### src/rtl/fifo_wr_arbiter.sv
// fifo_wr_arbiter
//   Round-robin arbiter that shares one FIFO write port between NREQ
//   requesters. A requester wins a grant, then streams up to MAX_BURST words
//   straight into the FIFO. The burst pauses while the FIFO is full. It ends
//   on a word flagged req_last, on reaching MAX_BURST words, or when the
//   requester drops req. A new burst never starts while fifo_almost_full is set.
//
// Ports
//   wr_clk           write-domain clock, rising edge
//   clear            synchronous active-high reset (overrides everything)
//   req[i]           requester i has data
//   req_data         packed words, slice i = req_data[i*WIDTH +: WIDTH]
//   req_last[i]      current word of requester i ends its burst
//   gnt              registered one-hot grant, zero when idle
//   accept[i]        word of requester i consumed this cycle (combinational)
//   fifo_din         FIFO write data
//   fifo_wr_en       FIFO write enable
//   fifo_full        FIFO full, stalls the burst
//   fifo_almost_full FIFO almost full, blocks new grants only
//   burst_cnt        words transferred in the current burst
//   busy             high while a burst is in progress
module fifo_wr_arbiter #(
  parameter int NREQ      = 4,
  parameter int WIDTH     = 4,
  parameter int MAX_BURST = 4
) (
  input  logic                          wr_clk,
  input  logic                          clear,
  input  logic [NREQ-1:0]               req,
  input  logic [NREQ*WIDTH-1:0]         req_data,
  input  logic [NREQ-1:0]               req_last,
  output logic [NREQ-1:0]               gnt,
  output logic [NREQ-1:0]               accept,
  output logic [WIDTH-1:0]              fifo_din,
  output logic                          fifo_wr_en,
  input  logic                          fifo_full,
  input  logic                          fifo_almost_full,
  output logic [$clog2(MAX_BURST):0]    burst_cnt,
  output logic                          busy
);

  localparam int IDX_W = (NREQ > 1) ? $clog2(NREQ) : 1;
  localparam int CNT_W = $clog2(MAX_BURST) + 1;

  typedef enum logic [0:0] {
    IDLE  = 1'b0,
    BURST = 1'b1
  } state_t;

  state_t             state, state_nxt;
  logic [NREQ-1:0]    gnt_nxt;
  logic [IDX_W-1:0]   gidx, gidx_nxt;
  logic [IDX_W-1:0]   last_winner, last_winner_nxt;
  logic [CNT_W-1:0]   cnt_nxt;
  logic [IDX_W-1:0]   cand;
  logic [IDX_W-1:0]   winner;
  logic               found;
  logic               xfer;
  logic               burst_end;

  // Register stage: control state only
  always_ff @(posedge wr_clk) begin
    if (clear) begin
      state       <= IDLE;
      gnt         <= '0;
      gidx        <= '0;
      burst_cnt   <= '0;
      last_winner <= IDX_W'(NREQ - 1);
    end else begin
      state       <= state_nxt;
      gnt         <= gnt_nxt;
      gidx        <= gidx_nxt;
      burst_cnt   <= cnt_nxt;
      last_winner <= last_winner_nxt;
    end
  end

  // Next-state and write-port outputs
  always_comb begin
    state_nxt       = state;
    gnt_nxt         = gnt;
    gidx_nxt        = gidx;
    cnt_nxt         = burst_cnt;
    last_winner_nxt = last_winner;
    accept          = '0;
    fifo_wr_en      = 1'b0;
    fifo_din        = '0;
    xfer            = 1'b0;
    burst_end       = 1'b0;
    cand            = '0;
    winner          = '0;
    found           = 1'b0;

    // Round-robin search starting just after the previous winner, so the
    // requester that finished most recently has the lowest priority.
    for (int k = 1; k <= NREQ; k++) begin
      cand = IDX_W'((int'(last_winner) + k) % NREQ);
      if (!found && req[cand]) begin
        found  = 1'b1;
        winner = cand;
      end
    end

    case (state)
      IDLE: begin
        if (found && !fifo_almost_full) begin
          state_nxt       = BURST;
          gnt_nxt         = '0;
          gnt_nxt[winner] = 1'b1;
          gidx_nxt        = winner;
          cnt_nxt         = '0;
        end
      end
      BURST: begin
        // Data of the granted requester is presented even when stalled.
        fifo_din     = req_data[gidx*WIDTH +: WIDTH];
        xfer         = req[gidx] & ~fifo_full;
        fifo_wr_en   = xfer;
        accept[gidx] = xfer;
        // A dropped req abandons the burst without consuming a word.
        burst_end = ~req[gidx] |
                    (xfer & (req_last[gidx] | (burst_cnt == CNT_W'(MAX_BURST - 1))));
        if (burst_end) begin
          state_nxt       = IDLE;
          gnt_nxt         = '0;
          cnt_nxt         = '0;
          last_winner_nxt = gidx;
        end else if (xfer) begin
          cnt_nxt = burst_cnt + CNT_W'(1);
        end
      end
      default: begin
        state_nxt = IDLE;
        gnt_nxt   = '0;
        cnt_nxt   = '0;
      end
    endcase

    // clear blanks the write port in the same cycle it is applied.
    if (clear) begin
      accept     = '0;
      fifo_wr_en = 1'b0;
      fifo_din   = '0;
    end
  end

  assign busy = (state == BURST);

endmodule
### config.mk
export PLATFORM = sky130hd
export DESIGN_NAME = fifo_wr_arbiter
export DESIGN_NICKNAME = d
export VERILOG_FILES = /design/src/rtl/fifo_wr_arbiter.sv
export SDC_FILE = /design/constraint.sdc
export NUM_CORES = 1
export LEC_CHECK = 0
export BUFFER_PORTS_ARGS = -buffer_cell sky130_fd_sc_hd__buf_2
export CAP_MARGIN = 20
export CELL_PAD_IN_SITES_DETAIL_PLACEMENT = 0
export CELL_PAD_IN_SITES_GLOBAL_PLACEMENT = 1
export CORE_MARGIN = 2
export CORE_UTILIZATION = 34
export DETAILED_ROUTE_END_ITERATION = 12
export GPL_TIMING_DRIVEN = 0
export PLACE_DENSITY_LB_ADDON = 0.12
export SKIP_CTS_REPAIR_TIMING = 1
export SYNTH_ARGS = -nofsm -noshare
export SYNTH_HDL_FRONTEND = slang
export SYNTH_SLANG_ARGS = --single-unit
### constraint.sdc
create_clock -name wr_clk -period 2.6 [get_ports wr_clk]
set_input_delay 0.52 -clock wr_clk [delete_from_list [all_inputs] [get_ports wr_clk]]
set_output_delay 0.52 -clock wr_clk [all_outputs]
set_load 0.1 [all_outputs]
==> impl_metrics.csv <==
group,metric,value,unit
worst_setup_path,cp_data_arrival_time,1.96,ns
die,die_h,54.4,um
cts,htreeDepth,1,
detailed_routing,drc,0,
synthesis,syn_nets,120,
synthesis,syn_area,862,sq um
synthesis,synth_ff_type,"dfxtp_1",
synthesis,seq_area_frac_synth,27.9,%
finish,multiInputGateArea,618,sq um
cts,cts_made_buffers,3,
synthesis,synth_cells,90,
global_route,grt_pass1_wl,3350,um
synthesis,yosys.area.top_type_share,27.9,%
finish,fin_util,49.7,%
finish,antenna_cells,0,
worst_setup_path,critical_path.max_fanout,6,
timing,finalMaxSlewViolations,0,
power_and_ir_drop,swShare,38.0,%
cts,clk_pin_slew,0.08,ns
power_and_ir_drop,peakVddDrop,332,uV
place,dp_hpwl,1670,um
power_and_ir_drop,switchingPower,0.000226,W
synthesis,synth_enable_flop_cells,0,
power_and_ir_drop,power_frac_comb,39.5,%
die,num_rows,18,
power_and_ir_drop,p_seq_share,35.9,%
global_route,grt_util_all_layers,15.4,%
timing,hold_ws,0.517,ns
detailed_routing,vias_per_cell,5.15,
place,post-place-ws,0.158,ns
timing,final-hold-violation-count,0,
place,io_buffers,44,
cts,cts_tree,"done",
die,io_pins,45,
synthesis,synth_cell_types,33,
synthesis,yosys-top-cells-area,"dfxtp_1 (28%), mux4_2 (13%), mux2i_1 (7.0%)",
synthesis,yosysTopAreaCell,"dfxtp_1",
cts,clock-root-buffer,"clkbuf_4",
status,status,"finished, final reports clean",
timing,clock-skew-final,0.00218,ns
global_route,grt_max_degree,11,
detailed_routing,wl_per_cell,12.5,um
die,start_util,35.4,%
power_and_ir_drop,p_leak,0.573,nW
global_route,grt-ovfl-total,0,
synthesis,ys_ff_latch,12,
timing,min_period_over_period,95.3,%
worst_setup_path,required,2.08,ns
run,maxCapViolCount,0,
finish,seqCellArea,244,sq um
cts,clock_sinks,12,
die,core_area,2430,sq um
timing,worst_pin_slew,0.490,ns
finish,final.fill_count,257,
place,place_congestion,0.731,
timing,fin_tns_setup,0,ns
die,die_w,54.4,um
cts,clockBufferDepth,2,
power_and_ir_drop,power_density,492,nW/um^2
timing,slew_headroom,67.5,%
worst_setup_path,slowest_stage,"buf_2",
synthesis,async_reset_ff_share,0,%
worst_setup_path,setup.worst_path.end_class,"output pin",
cts,clock_latency,0.27,ns
finish,final_layout_size_suffix_gt1_share,51.4,%
detailed_routing,wl,2110,um
hold_path,worstHoldPathType,"reg -> reg",
worst_setup_path,crit_path_start_kind,"register",
power_and_ir_drop,intPower,0.000369,W
synthesis,avgSynthCellArea,9.58,sq um
timing,setup_ws,0.122,ns
finish,nets,169,
worst_setup_path,crit_chain,"mux4_2 -> nor3b_4 -> nor3b_4 -> buf_2",
worst_setup_path,crit_path_frequent_cell,"nor3b_4",
timing,fmax,404,MHz
timing,finalCriticalPeriod,2.48,ns
synthesis,ys_warn_count,0,
timing,setup_viol,0,
worst_setup_path,path_delay_family,"simple AND/OR/NAND/NOR gates",
worst_setup_path,criticalPathCategory,"reg -> out",
global_route,grt_pass1_vias,866,
detailed_routing,ant_nets,0,
power_and_ir_drop,pwr-share-clk,24.7,%
die,dieArea,2950,sq um
global_route,antenna_found_initial,0,
worst_setup_path,path_buf_inv,1,
detailed_routing,drt_iter0_markers,5,
detailed_routing,dr_total_vias,866,
worst_setup_path,slowest_delay,0.45,ns
finish,area_growth,40.3,%
detailed_routing,first_pass_iters,3,
## cells in the mapped netlist, drive strengths merged, types with 2 or more instances
library cell	instances
mux4	5
nand2b	5
a21oi	2
o32ai	4
or3b	4
nor2b	6
and3	2
dfxtp	12
nand2	2
mux2i	6
nor3b	3
a22o	3
clkbuf	2
inv	7
nor2	9
buf	2
a21o	2
ha	2
o22ai	2
## layer usage
metal	wire length (um)	GRT usage (%)	share of wire, %
met5	0	0	0
met4	23	6.25	1.1
met3	166	2.19	7.9
met2	1050	30.3	50
met1	870	16.1	41
## area by class of cell
class	count	area share, %
clock buffer	4	3.00
buffer	4	2.07
tap	30	3.10
sequential	12	20.2
timing repair buffer	44	18.4
inverter	7	2.17
multi-input combinational	67	51.1
## cells by family after synthesis
family,count (synthesis),synth area share [%]
AOI/OAI and AO/OA,17,15.7
adders and majority gates,2,2.90
buffers and inverters,11,5.66
DFF,12,27.9
muxes,12,21.3
and+or+nand+nor,36,26.6
## power by group through the flow
stage	Sequential [W]	Combinational (W)	Clock, W
after global placement	0.000217	0.000232	0
after CTS	0.000213	0.000236	0.000150
after floorplan	0.000260	0.000138	0
final	0.000213	0.000235	0.000147
after global routing	0.000216	0.000254	0.000160
after detailed placement	0.000217	0.000235	0
## metrics by stage
stage	instance area (sq um)	instances	power (W)
global placement	1170	164	0.000449
global route	1210	168	0.000629
finish	1210	168	0.000595
floorplan	911	90	0.000398
CTS	1200	168	0.000599
detailed placement	1170	164	0.000452
## cells in the final DEF, fill, tap and decap left out, drive strengths merged, types with 2 or more instances in the layout
| cell | n |
|---|---|
| or3b | 4 |
| a22o | 3 |
| mux4 | 5 |
| nand2 | 2 |
| inv | 7 |
| buf | 44 |
| mux2i | 6 |
| and3 | 2 |
| nand2b | 5 |
| a21o | 2 |
| o32ai | 4 |
| o22ai | 2 |
| nor2b | 6 |
| nor3b | 3 |
| ha | 2 |
| dfxtp | 12 |
| nor2 | 9 |
| a21oi | 2 |
| clkbuf | 8 |
## state kept, by name (all words and copies together) (netlist names)
name         cells
gnt              4
burst_cnt        3
gidx             2
last_winner      2
busy             1
## worst paths after layout
path	end	from	slack, ns	cells past startpoint
hold / removal	burst_cnt[2]	burst_cnt[2]	0.52	1
setup / recovery	accept[0]	gidx[1]	0.12	4
setup reg to reg	burst_cnt[0]	gidx[1]	0.86	4
hold reg to reg	burst_cnt[2]	burst_cnt[2]	0.52	1
Note: power is estimated with default switching activity, not from simulation.
